File: src/rtl/morph_3x3_pkg.sv
// Shared constants and types for the streaming 3x3 morphology filter.
package morph_3x3_pkg;

   localparam int WORD_SIZE  = 8;
   localparam int IMG_WIDTH  = 4;
   localparam int IMG_HEIGHT = 3;

   localparam int MODE_ERODE  = 0;
   localparam int MODE_DILATE = 1;

   typedef struct packed {
      logic sof;
      logic eol;
      logic eof;
   } flags_t;

endpackage

File: src/rtl/morph_3x3_line_buffer.sv
// One-row delay line: dout is the word written IMG_W shifts earlier.
module line_buffer #(
   parameter int WIDTH = 8,
   parameter int DEPTH = 4
) (
   input  logic             clk,
   input  logic             reset,
   input  logic             en,
   input  logic [WIDTH-1:0] din,
   output logic [WIDTH-1:0] dout
);

   localparam int PW = (DEPTH > 1) ? $clog2(DEPTH) : 1;

   logic [WIDTH-1:0] mem [DEPTH];
   logic [PW-1:0]    ptr;

   assign dout = mem[ptr];

   always_ff @(posedge clk) begin
      if (en)
         mem[ptr] <= din;
   end

   always_ff @(posedge clk) begin
      if (reset)
         ptr <= '0;
      else if (en)
         ptr <= (ptr == PW'(DEPTH - 1)) ? '0 : ptr + 1'b1;
   end

endmodule

File: src/rtl/morph_3x3.sv
// Streaming 3x3 erosion/dilation with two line buffers and a drain flush.
module morph_3x3
   import morph_3x3_pkg::*;
#(
   parameter int WIDTH = WORD_SIZE,
   parameter int IMG_W = IMG_WIDTH,
   parameter int IMG_H = IMG_HEIGHT,
   parameter int MODE  = MODE_ERODE
) (
   input  logic             clk,
   input  logic             reset,
   input  logic             in_valid,
   output logic             in_ready,
   input  logic [WIDTH-1:0] in_data,
   input  logic             in_sof,
   output logic             out_valid,
   output logic [WIDTH-1:0] out_data,
   output logic             out_sof,
   output logic             out_eol,
   output logic             out_eof
);

   localparam logic [1:0] IDLE   = 2'd0;
   localparam logic [1:0] STREAM = 2'd1;
   localparam logic [1:0] FLUSH  = 2'd2;

   localparam int XW = $clog2(IMG_W);
   localparam int YW = $clog2(IMG_H + 2);

   localparam logic [WIDTH-1:0] PAD =
      (MODE == MODE_ERODE) ? {WIDTH{1'b1}} : {WIDTH{1'b0}};

   function automatic logic [WIDTH-1:0] min4(
      input logic [WIDTH-1:0] a, b, c, d);
      logic [WIDTH-1:0] p, q;
      p = (a < b) ? a : b;
      q = (c < d) ? c : d;
      return (p < q) ? p : q;
   endfunction

   function automatic logic [WIDTH-1:0] max4(
      input logic [WIDTH-1:0] a, b, c, d);
      logic [WIDTH-1:0] p, q;
      p = (a > b) ? a : b;
      q = (c > d) ? c : d;
      return (p > q) ? p : q;
   endfunction

   function automatic logic [WIDTH-1:0] red4(
      input logic [WIDTH-1:0] a, b, c, d);
      return (MODE == MODE_ERODE) ? min4(a, b, c, d)
                                  : max4(a, b, c, d);
   endfunction

   function automatic logic [WIDTH-1:0] tap(
      input logic [WIDTH-1:0] v, input logic m);
      return m ? PAD : v;
   endfunction

   logic [1:0]       state;
   logic [XW-1:0]    in_x, cx;
   logic [YW-1:0]    in_y, cy;
   logic [XW:0]      fcnt;
   logic [WIDTH-1:0] s0 [2];
   logic [WIDTH-1:0] s1 [2];
   logic [WIDTH-1:0] s2 [2];
   logic [WIDTH-1:0] lb1_out, lb2_out;
   logic [WIDTH-1:0] pix, res, red_a, red_b;
   logic             accept, flush_step, step;
   logic             abort, last_in, last_flush, warm, emit;
   logic             ml, mr, mt, mb;
   flags_t           flags;

   assign in_ready   = (state != FLUSH);
   assign accept     = in_valid & in_ready;
   assign flush_step = (state == FLUSH);
   assign step       = accept | flush_step;
   assign pix        = flush_step ? PAD : in_data;

   assign abort = accept && in_sof && (state == STREAM) &&
                  !(in_x == '0 && in_y == '0);
   assign last_in = (in_x == XW'(IMG_W - 1)) &&
                    (in_y == YW'(IMG_H - 1));
   assign last_flush = (fcnt == (XW + 1)'(IMG_W));

   // The newest stream index must be at least IMG_W+1 for a centre to exist.
   assign warm = (in_y > YW'(1)) ||
                 (in_y == YW'(1) && in_x != '0);
   assign emit = step && !abort && warm;

   line_buffer #(.WIDTH(WIDTH), .DEPTH(IMG_W)) u_lb1 (
      .clk   (clk),
      .reset (reset),
      .en    (step),
      .din   (pix),
      .dout  (lb1_out)
   );

   line_buffer #(.WIDTH(WIDTH), .DEPTH(IMG_W)) u_lb2 (
      .clk   (clk),
      .reset (reset),
      .en    (step),
      .din   (lb1_out),
      .dout  (lb2_out)
   );

   always_ff @(posedge clk) begin
      if (step) begin
         s0[0] <= pix;
         s0[1] <= s0[0];
         s1[0] <= lb1_out;
         s1[1] <= s1[0];
         s2[0] <= lb2_out;
         s2[1] <= s2[0];
      end
   end

   // Masking by centre coordinates also blocks row wrap in the linear stream.
   assign ml = (cx == '0);
   assign mr = (cx == XW'(IMG_W - 1));
   assign mt = (cy == '0);
   assign mb = (cy == YW'(IMG_H - 1));

   assign red_a = red4(tap(s2[1], mt | ml), tap(s2[0], mt),
                       tap(lb2_out, mt | mr), tap(s1[1], ml));
   assign red_b = red4(tap(lb1_out, mr), tap(s0[1], mb | ml),
                       tap(s0[0], mb), tap(pix, mb | mr));
   assign res   = red4(red_a, red_b, s1[0], s1[0]);

   assign flags.sof = (cx == '0) && (cy == '0);
   assign flags.eol = mr;
   assign flags.eof = mr && mb;

   always_ff @(posedge clk) begin
      if (reset) begin
         state <= IDLE;
         in_x  <= '0;
         in_y  <= '0;
         cx    <= '0;
         cy    <= '0;
         fcnt  <= '0;
      end else begin
         unique case (state)
            IDLE:
               if (accept) state <= STREAM;
            STREAM:
               if (accept && !abort && last_in) state <= FLUSH;
            FLUSH:
               if (last_flush) state <= IDLE;
            default:
               state <= IDLE;
         endcase

         fcnt <= (flush_step && !last_flush) ? fcnt + 1'b1 : '0;

         if (abort) begin
            in_x <= XW'(1);
            in_y <= '0;
         end else if (step) begin
            if (flush_step && last_flush) begin
               in_x <= '0;
               in_y <= '0;
            end else if (in_x == XW'(IMG_W - 1)) begin
               in_x <= '0;
               in_y <= in_y + 1'b1;
            end else begin
               in_x <= in_x + 1'b1;
            end
         end

         if (abort) begin
            cx <= '0;
            cy <= '0;
         end else if (emit) begin
            if (mr) begin
               cx <= '0;
               cy <= mb ? '0 : cy + 1'b1;
            end else begin
               cx <= cx + 1'b1;
            end
         end
      end
   end

   always_ff @(posedge clk) begin
      if (reset) begin
         out_valid <= 1'b0;
         out_data  <= '0;
         out_sof   <= 1'b0;
         out_eol   <= 1'b0;
         out_eof   <= 1'b0;
      end else begin
         out_valid <= emit;
         if (emit) begin
            out_data <= res;
            out_sof  <= flags.sof;
            out_eol  <= flags.eol;
            out_eof  <= flags.eof;
         end
      end
   end

endmodule

File: config.mk
export PLATFORM = sky130hd
export DESIGN_NAME = morph_3x3
export DESIGN_NICKNAME = d
export VERILOG_FILES = /design/src/rtl/morph_3x3_pkg.sv /design/src/rtl/morph_3x3_line_buffer.sv /design/src/rtl/morph_3x3.sv
export SDC_FILE = /design/constraint.sdc
export NUM_CORES = 1
export LEC_CHECK = 0
export ABC_AREA = 1
export ABC_CLOCK_PERIOD_IN_PS = 10200
export BUFFER_PORTS_ARGS = -buffer_cell sky130_fd_sc_hd__buf_2
export CAP_MARGIN = 40
export CORE_ASPECT_RATIO = 1.25
export CORE_MARGIN = 1.5
export CORE_UTILIZATION = 60
export DETAILED_ROUTE_END_ITERATION = 8
export GPL_ROUTABILITY_DRIVEN = 0
export PLACE_DENSITY_LB_ADDON = 0.2
export SYNTH_ARGS = -nofsm -noshare
export SYNTH_HDL_FRONTEND = slang
export SYNTH_HIERARCHICAL = 1
export SYNTH_SLANG_ARGS = --single-unit
File: constraint.sdc
create_clock -name clk -period 10.2 [get_ports clk]
set_input_delay 0.51 -clock clk [delete_from_list [all_inputs] [get_ports clk]]
set_output_delay 0.51 -clock clk [all_outputs]
set_load 0.01 [all_outputs]
==> results of run 1 <==
[flip-flops by register name, indices dropped and copies added, names as in the netlist, named ones only]
signal	flops
out_eof	1
out_valid	1
u_lb1/mem	32
cx	2
out_eol	1
in_x	2
s0	16
cy	3
in_y	3
fcnt	3
out_data	8
u_lb2/mem	32
s2	16
out_sof	1
state	2
u_lb2/ptr	2
s1	16
u_lb1/ptr	2
[path summary, 6_finish.rpt]
| check | slack (ns) | start | depth (start not counted) | end |
|---|---|---|---|---|
| max | 3.06 | cx[0] | 36 | out_data[1] |
| min | 0.41 | in_valid | 3 | state[0] |
| max reg2reg | 3.06 | cx[0] | 36 | out_data[1] |
| min reg2reg | 0.44 | s1[0][7] | 0 | s1[0][15] |
[cell usage in the layout, fill, tap and decap left out, drive strengths merged]
cell      instances
o32ai             2
and2              1
o211ai            1
nand3b            5
nand3            74
inv             171
or2              23
buf              25
clkinvlp          2
dfxtp            35
edfxtp          112
a21oi            41
a311oi            1
nand4             7
o311ai            1
nor3b             1
nor2             85
a221oi            1
bufinv            2
nand2           274
o21a              1
a31oi             4
xnor2             3
nor3              1
ha               67
a211oi           11
nor4              1
clkbuf           18
o21ai            47
clkinv            3
[synthesized netlist by cell type, types with 2 or more instances]
cell type	count
nand4_1	7
nand2_1	230
edfxtp_1	112
dfxtp_1	35
clkbuf_1	8
o32ai_1	2
buf_4	4
clkinv_1	2
nand2_2	38
buf_2	2
inv_2	8
o21ai_0	37
a211oi_1	10
inv_1	152
clkbuf_2	2
nor2_4	2
nand3_1	69
a31oi_1	4
nand3b_1	4
o21ai_1	9
buf_6	4
nand2_4	6
nor2_1	79
ha_1	67
nand3_2	5
or2_2	22
a21oi_1	41
xnor2_1	3
nor2_2	4
[logic make-up (layout without fill, tap and decap cells)]
| logic type | Yosys count | after routing | share of synthesized area [%] |
|---|---|---|---|
| flops | 147 | 147 | 48.0 |
| xor+xnor | 3 | 3 | 0.310 |
| simple gates | 472 | 472 | 25.5 |
| buf+inv | 185 | 221 | 9.01 |
| fa+ha+maj | 67 | 67 | 9.90 |
| compound gates | 110 | 110 | 7.27 |
[through the flow]
step | hold slack [ns] | worst slack, ns | total power, µW | cells | utilization, %
2_1_floorplan | 0.417 | 3.99 | 1550 | 984 | -
3_3_place_gp | 0.430 | 3.35 | 1710 | 1163 | 62.8
3_5_place_dp | 0.432 | 3.20 | 1730 | 1163 | 62.8
4_1_cts | 0.407 | 3.15 | 2370 | 1195 | 67.1
5_1_grt | 0.437 | 2.19 | 2550 | 1195 | 67.1
6_report | 0.412 | 3.06 | 2370 | 1195 | 67.1
[critical path: cells and delay by family (launching register included)]
kind / cells / cell delay [ns]
AO/OA/AOI/OAI: 12 / 2.61
adder cells (fa/ha/maj): 5 / 1.62
buffers and inverters: 5 / 0.91
flip-flops: 1 / 0.35
AND/OR/NAND/NOR: 14 / 1.60
[final cells by class]
| cell class | count | area share [%] |
|---|---|---|
| clock buffers | 18 | 4.63 |
| clock inverters | 14 | 1.77 |
| well taps | 175 | 2.36 |
| repair buffers | 25 | 1.38 |
| multi-input cells | 652 | 39.3 |
| inverters | 164 | 6.72 |
| flip-flops and latches | 147 | 43.8 |
[power by group]
part | internal, µW | leakage [µW] | switching (µW)
combinational | 316 | 0.00267 | 617
clock | 368 | 0.000287 | 265
sequential | 757 | 0.00134 | 46.3
total | 1440 | 0.00430 | 929
[routing by layer]
layer  GRT usage (%)  wire length [µm]  vias to the layer above
met5               0                 0                        -
li1                -                 -                     3254
met1            31.1              7480                     2917
met2            45.6              9210                      136
met4            12.2               581                        0
met3            3.74               579                       46
==> impl_metrics.json, run 1 <==
{
  "status": "completed",
  "seq_area_mm2": 0.00406,
  "grt_pass1_vias": 6075,
  "cts_tree": "built",
  "placeableCoreArea_mm2": 0.0138,
  "synth_flop_cell": "edfxtp_1",
  "worst_slew_pin_slew_ns": 0.802,
  "period_needed_ns": 7.14,
  "setup_viol": 0,
  "routed_wl_mm": 17.8,
  "ys_types": 45,
  "synth-seq-cells": 147,
  "drive_gt1_share_pct": 14.4,
  "fillCellCount": 1133,
  "cap_violations": 0,
  "critPathMaxStageDelay_ns": 0.52,
  "synthCells": 984,
  "synth_edf_count": 112,
  "syn_area_mm2": 0.00847,
  "syn_to_final_growth_pct": 9.44,
  "ys_seq_area_share_pct": 48.0,
  "cts_hold_buf": 0,
  "design_area_mm2": 0.00927,
  "ir_worst_vdd_mv": 0.175,
  "drc_errors": 0,
  "hp-class": "primary input to flip-flop",
  "power.leakage_uw": 0.00430,
  "vias": 6353,
  "min_period_over_period_pct": 70.0,
  "critPathKind": "flip-flop to flip-flop",
  "die_x_um": 109,
  "grt_max_degree": 66,
  "finalHoldViolCount": 0,
  "multi_input_area_mm2": 0.00364,
  "synth_area_leaders": "edfxtp_1 40%, nand2_1 10%, ha_1 9.9%",
  "cts_buffer_depth": 2,
  "synth-warning-count": 6,
  "rows": 48,
  "clk_pin_slew_ns": 0.06,
  "crit_path_max_fanout": 15,
  "crit_path_end_kind": "flip-flop",
  "grt_first_pass_wirelength_mm": 29.1,
  "netlist.area_leader.share_pct": 39.7,
  "globalRouteOverflowTotal": 0,
  "arrival_ns": 7.49,
  "synth_area_per_cell_um2": 8.61,
  "initial_core_util_pct": 61.3,
  "dieArea_mm2": 0.0148,
  "ant_nets": 0,
  "slew_violations": 0,
  "final_nets": 1086,
  "finClkSkew_ns": 0.00872,
  "cp_slowest_cell": "a211oi_2",
  "syn_nets": 1063,
  "crit_required_ns": 10.55,
  "cts-resized-gates": 0,
  "fmax_mhz": 140,
  "async_flop_share_pct": 0,
  "cts_root_buf": "clkbuf_16",
  "drt-wirelength-per-cell_um": 14.9,
  "powerDensity_mw_per_mm2": 256,
  "slew_headroom_pct": 46.2,
  "antenna_found_initial": 0,
  "port_buffers": 24,
  "synth_top_area_cell": "edfxtp_1",
  "dp_hpwl_mm": 12.9,
  "drtPass1Iterations": 5,
  "drtIter0Drc": 367,
  "num_antenna_cells": 0,
  "pin_count": 25,
  "die_h_um": 136,
  "finalSetupTns_ns": 0,
  "clock_latency_ns": 0.42,
  "h-tree-depth": 4,
  "postCtsSetupBuffers": 0,
  "routed_via_density": 5.32,
  "numCtsBuffers": 17,
  "cts.sinks": 147,
  "grtUsageTotal_pct": 26.0,
  "rsz0062_at_grt": "false",
  "dpl_cell_area_mm2": 0.00868,
  "cp-start-kind": "flip-flop"
}
Power figures use the tool's default switching activity.
==> inputs of run 2 (changes only) <==
--- a/config.mk
+++ b/config.mk
@@ -5,8 +5,8 @@
 export SDC_FILE = /design/constraint.sdc
 export NUM_CORES = 1
 export LEC_CHECK = 0
-export ABC_AREA = 1
-export ABC_CLOCK_PERIOD_IN_PS = 10200
+export ABC_AREA = 0
+export ABC_CLOCK_PERIOD_IN_PS = 7200
 export BUFFER_PORTS_ARGS = -buffer_cell sky130_fd_sc_hd__buf_2
 export CAP_MARGIN = 40
 export CORE_ASPECT_RATIO = 1.25
==> constraint.sdc (replaced) <==
create_clock -name clk -period 7.2 [get_ports clk]
set_input_delay 0.36 -clock clk [delete_from_list [all_inputs] [get_ports clk]]
set_output_delay 0.36 -clock clk [all_outputs]
set_load 0.01 [all_outputs]
==> impl_metrics.json, run 2 <==
{
  "cpLargestDelayFamily": "compound AO/OA/AOI/OAI gates",
  "clk_pin_slew_ns": 0.06,
  "min_period_over_period_pct": 120,
  "initial_core_util_pct": 62.0,
  "routed_via_density": 6.54,
  "synth.most_common_cell": "edfxtp_1",
  "layout_common_cells": "143 x buf_4, 112 x edfxtp_1, 59 x nor2_1",
  "synth_top_area_cell": "edfxtp_1",
  "fin_util_pct": 83.5,
  "yosys.area_share.simple_pct": 14.2,
  "synth_area_leaders": "edfxtp_1 41%, ha_1 10%, dfxtp_1 8.5%",
  "dp_hpwl_mm": 15.2,
  "drive_gt1_share_pct": 40.8,
  "syn_area_mm2": 0.00827,
  "reg_top3": "u_lb1/mem x32, u_lb2/mem x32",
  "cap_violations": 0,
  "grtUsageTotal_pct": 32.5,
  "rsz0062_at_grt": "true",
  "hold_ws_ns": 0.313,
  "synth_edf_count": 112,
  "min_from": "in_valid",
  "grt_max_degree": 58,
  "netlist_top_cells_count": "112 x edfxtp_1, 79 x nor2_1, 67 x ha_1",
  "syn_nets": 813,
  "top_layer": "met5",
  "dp_slack_ns": -0.608,
  "ys_seq_area_share_pct": 49.1,
  "synth_area_per_cell_um2": 11.3,
  "worst_slew_pin_slew_ns": 1.18,
  "cp-start-kind": "flip-flop",
  "syn_to_final_growth_pct": 34.7,
  "rows": 47,
  "cts_hold_buf": 0,
  "die_h_um": 134,
  "powerDensity_mw_per_mm2": 245,
  "clock_latency_ns": 0.43,
  "crit_path_end_kind": "flip-flop",
  "cts_tree": "built",
  "synth_flop_cell": "edfxtp_1",
  "route.met3.wl_mm": 2.22,
  "drtPass1Iterations": 6,
  "numCtsBuffers": 17,
  "grt_pass1_vias": 6955,
  "finClkSkew_ns": 0.00968,
  "synth_mux_area_share_pct": 8.15,
  "final_nets": 990,
  "synth-seq-cells": 147,
  "drc_errors": 0,
  "dieArea_mm2": 0.0145,
  "grt_first_pass_wirelength_mm": 35.1,
  "synthCells": 734,
  "ys_types": 81,
  "die_x_um": 108,
  "synth-warning-count": 6,
  "drt-met1-wl_mm": 8.97,
  "fmax_mhz": 116,
  "port_buffers": 24,
  "pin_count": 25,
  "drtIter0Drc": 738,
  "path_common_cell": "buf_4",
  "h-tree-depth": 4,
  "period_needed_ns": 8.61,
  "fillCellCount": 666,
  "final_common_cell": "buf_4",
  "synth_fa_ha_area_share_pct": 10.3,
  "violations": "negative setup slack",
  "vias": 7170,
  "antenna_found_initial": 1,
  "status": "finished, violations left",
  "arrival_ns": 8.91,
  "netlist.area_leader.share_pct": 40.7,
  "placeableCoreArea_mm2": 0.0133,
  "critPathKind": "flip-flop to flip-flop",
  "slew_headroom_pct": 20.6,
  "setup_viol": 8,
  "routed_wl_mm": 27.5,
  "met2WireLength_mm": 13.6,
  "synth_xor_xnor_area_share_pct": 0.635,
  "ant_nets": 0,
  "slew_violations": 0,
  "cp_slowest_cell": "o21ai_1",
  "worst-path-buf-inv": 7,
  "crit_path_max_fanout": 6,
  "cts_buffer_depth": 2,
  "cts.sinks": 147,
  "cts_root_buf": "clkbuf_16",
  "globalRouteOverflowTotal": 0,
  "finalHoldViolCount": 0,
  "critPathMaxStageDelay_ns": 0.70,
  "fin_ws_ns": -1.41,
  "hp-class": "primary input to flip-flop",
  "drt-wirelength-per-cell_um": 25.1,
  "power_uw": 2730,
  "crit_required_ns": 7.50,
  "synth-compound-area-share_pct": 12.8,
  "synth_top_family_by_area": "simple AND/OR/NAND/NOR gates",
  "ir_worst_vdd_mv": 0.184,
  "async_flop_share_pct": 0,
  "power.leakage_uw": 0.00449
}
[run 2: kinds of logic (layout without fill, tap and decap cells)]
kind of cell | after synthesis | count (layout)
AOI/OAI and AO/OA | 146 | 146
other | 0 | 1
muxes | 45 | 45
adders and majority gates | 68 | 68
buffers and inverters | 94 | 284
and+or+nand+nor | 228 | 228
xor gates and xnor gates | 6 | 6
DFF | 147 | 147
[run 2: final timing paths]
check	cells after the start	to	slack (ns)
worst max-delay path	35	out_data[4]	-1.41
worst max register to register	35	out_data[4]	-1.41
worst min-delay path	4	in_x[1]	0.31
worst min register to register	2	out_sof	0.47
[run 2: layout make-up]
class,instances,area [µm²],share of cell area (%)
Inverter,68,258,2.31
Clock inverter,13,138,1.24
Antenna cell,1,2.50,0.0225
Multi-Input combinational cell,493,4570,41.0
Timing Repair Buffer,184,1440,12.9
Sequential cell,147,4070,36.6
Tap cell,171,214,1.92
Clock buffer,19,453,4.06
[run 2: where the power goes]
part	leakage [µW]	total (µW)	switching, µW	internal (µW)
clock	0.000285	895	390	506
combinational	0.00286	834	430	405
sequential	0.00134	1000	32.5	970
[run 2: tightest hold or removal path, stage by stage]
cell and delay (ns):
buf_2 0.11, nor2_1 0.09, nand2_1 0.08, a21oi_1 0.05
[run 2: through the flow]
stage	TNS, ns	instances	instance area, µm²
floorplan	-0.205	734	8520
global placement	-2.47	1024	9610
detailed placement	-4.34	1024	9610
CTS	-1.23	1077	10600
global route	-10.67	1096	11100
finish	-9.19	1096	11100
[run 2: timing repair]
action / CTS / global route
pin swaps: 37 / 34
resized for setup: 66 / 64
endpoints found under the setup margin: 8 / 8
buffers inserted: 21 / 18
gates cloned: 0 / 0
[run 2: layer usage]
layer / vias to the layer above / GRT usage [%]
li1: 3071 / -
met1: 3412 / 34.6
met5: - / 0
met3: 213 / 6.80
met4: 6 / 21.4
met2: 468 / 57.3
==> inputs of run 3 (changes only) <==
--- a/config.mk
+++ b/config.mk
@@ -11,7 +11,7 @@
 export CAP_MARGIN = 40
 export CORE_ASPECT_RATIO = 1.25
 export CORE_MARGIN = 1.5
-export CORE_UTILIZATION = 60
+export CORE_UTILIZATION = 30
 export DETAILED_ROUTE_END_ITERATION = 8
 export GPL_ROUTABILITY_DRIVEN = 0
 export PLACE_DENSITY_LB_ADDON = 0.2
==> impl_metrics.json, run 3 (same netlist as run 2, synthesis figures left out) <==
{
  "internal-power_uw": 1880,
  "crit_path_max_fanout": 7,
  "cts_root_buf": "clkbuf_16",
  "met1_usage_pct": 18.2,
  "reg_top3": "u_lb1/mem x32, u_lb2/mem x32",
  "slew_violations": 0,
  "finClkSkew_ns": 0.0119,
  "grt_first_pass_wirelength_mm": 34.0,
  "finalHoldViolCount": 0,
  "crit_required_ns": 7.50,
  "layout_common_cells": "173 x buf_4, 112 x edfxtp_1, 65 x nor2_1",
  "critPathKind": "flip-flop to flip-flop",
  "cts_buffer_depth": 2,
  "p_clk_share_pct": 32.0,
  "critPathMaxStageDelay_ns": 0.36,
  "grt_max_degree": 47,
  "routed_via_density": 4.86,
  "met2_usage_pct": 28.5,
  "combPwrFrac_pct": 30.9,
  "dieArea_mm2": 0.0286,
  "clk_pin_slew_ns": 0.07,
  "period_needed_ns": 7.39,
  "fmax_mhz": 135,
  "switchingPower_uw": 802,
  "crit_path_end_kind": "flip-flop",
  "hold_ws_ns": 0.315,
  "die_h_um": 189,
  "busiest_layer": "met2",
  "min_period_over_period_pct": 103,
  "clock_latency_ns": 0.43,
  "finalSetupTns_ns": -1.29,
  "vias": 6311,
  "hp-class": "primary input to flip-flop",
  "port_buffers": 24,
  "status": "finished, violations left",
  "dp_hpwl_mm": 15.9,
  "numCtsBuffers": 17,
  "placeableCoreArea_mm2": 0.0270,
  "final_nets": 1019,
  "drive_gt1_share_pct": 41.6,
  "h-tree-depth": 4,
  "cap_violations": 0,
  "sw_frac_of_total_pct": 29.9,
  "setup_viol": 8,
  "ant_nets": 0,
  "cp_slowest_cell": "dfxtp_4",
  "power.leakage_uw": 0.00460,
  "cp-start-kind": "flip-flop",
  "pwr-share-seq_pct": 37.1,
  "globalRouteOverflowTotal": 0,
  "syn_to_final_growth_pct": 39.0,
  "arrival_ns": 7.69,
  "rsz0062_at_grt": "true",
  "cp-startpoint": "cx[0]",
  "drtIter0Drc": 254,
  "routed_wl_mm": 21.8,
  "path_common_cell": "ha_4",
  "drtPass1Iterations": 4,
  "power_uw": 2690,
  "num_antenna_cells": 0,
  "rows": 67,
  "violations": "negative setup slack",
  "rrSetupSlack_ns": -0.19,
  "use_met3_pct": 2.40,
  "final_common_cell": "buf_4",
  "antenna_found_initial": 0,
  "drc_errors": 0,
  "grtUsageTotal_pct": 15.7,
  "cts_tree": "built",
  "pin_count": 25,
  "fin_util_pct": 42.6,
  "r2r_start": "cx[0]",
  "initial_core_util_pct": 30.6,
  "fin_ws_ns": -0.191,
  "slew_headroom_pct": 56.9,
  "worst_slew_pin_slew_ns": 0.647,
  "die_x_um": 152,
  "grt_pass1_vias": 6437,
  "min_from": "in_valid",
  "powerDensity_mw_per_mm2": 234,
  "cts_hold_buf": 0,
  "cts.sinks": 147,
  "ir_worst_vdd_mv": 0.175,
  "drt-wirelength-per-cell_um": 16.8
}
run 3: metal layers:
metal  vias up  share of wire (%)  wire length (µm)
met4         0                2.7               585
met3        28                2.2               476
met5         -                  0                 0
met1      3075                 42              9060
met2        78                 54             11700
li1       3130                  -                 -
run 3: power groups by stage:
stage	sequential, µW	combinational, µW	clock [µW]
3_3_place_gp	1010	595	0
2_1_floorplan	1000	364	0
6_report	997	831	858
5_1_grt	1000	896	916
4_1_cts	998	676	879
3_5_place_dp	1020	594	0
run 3: cell type report:
type | count | area [µm²]
Multi-Input combinational cell | 493 | 4520
Clock inverter | 14 | 131
Clock buffer | 18 | 429
Tap cell | 345 | 432
Sequential cell | 147 | 4070
Fill cell | 2599 | 15500
Timing Repair Buffer | 213 | 1650
Inverter | 68 | 260
run 3: metrics by stage:
step / setup slack (ns) / cells / cell area (µm²)
2_1_floorplan: -0.0548 / 734 / 8520
3_3_place_gp: -0.323 / 1218 / 9990
3_5_place_dp: -0.362 / 1219 / 10000
4_1_cts: -0.0737 / 1276 / 11000
5_1_grt: -0.620 / 1298 / 11500
6_report: -0.191 / 1298 / 11500
run 3: critical path, delay by kind of cell, from the launching register on:
family,cells,cell delay [ns]
DFF,1,0.36
muxes,3,0.98
AOI/OAI and AO/OA,15,2.73
adders and majority gates,5,1.03
and+or+nand+nor,11,1.45
buffers and inverters,6,0.69
run 3: final timing paths:
check / end / cells after the start
min reg2reg: s2[0][10] / 0
min: in_x[1] / 4
max reg2reg: out_data[1] / 40
max: out_data[1] / 40
run 3: repair_timing:
action / in CTS / in global routing
cloned: 0 / 1
pin swaps: 8 / 35
setup endpoints to repair: 8 / 8
setup buffers: 25 / 21
resized for setup: 56 / 62
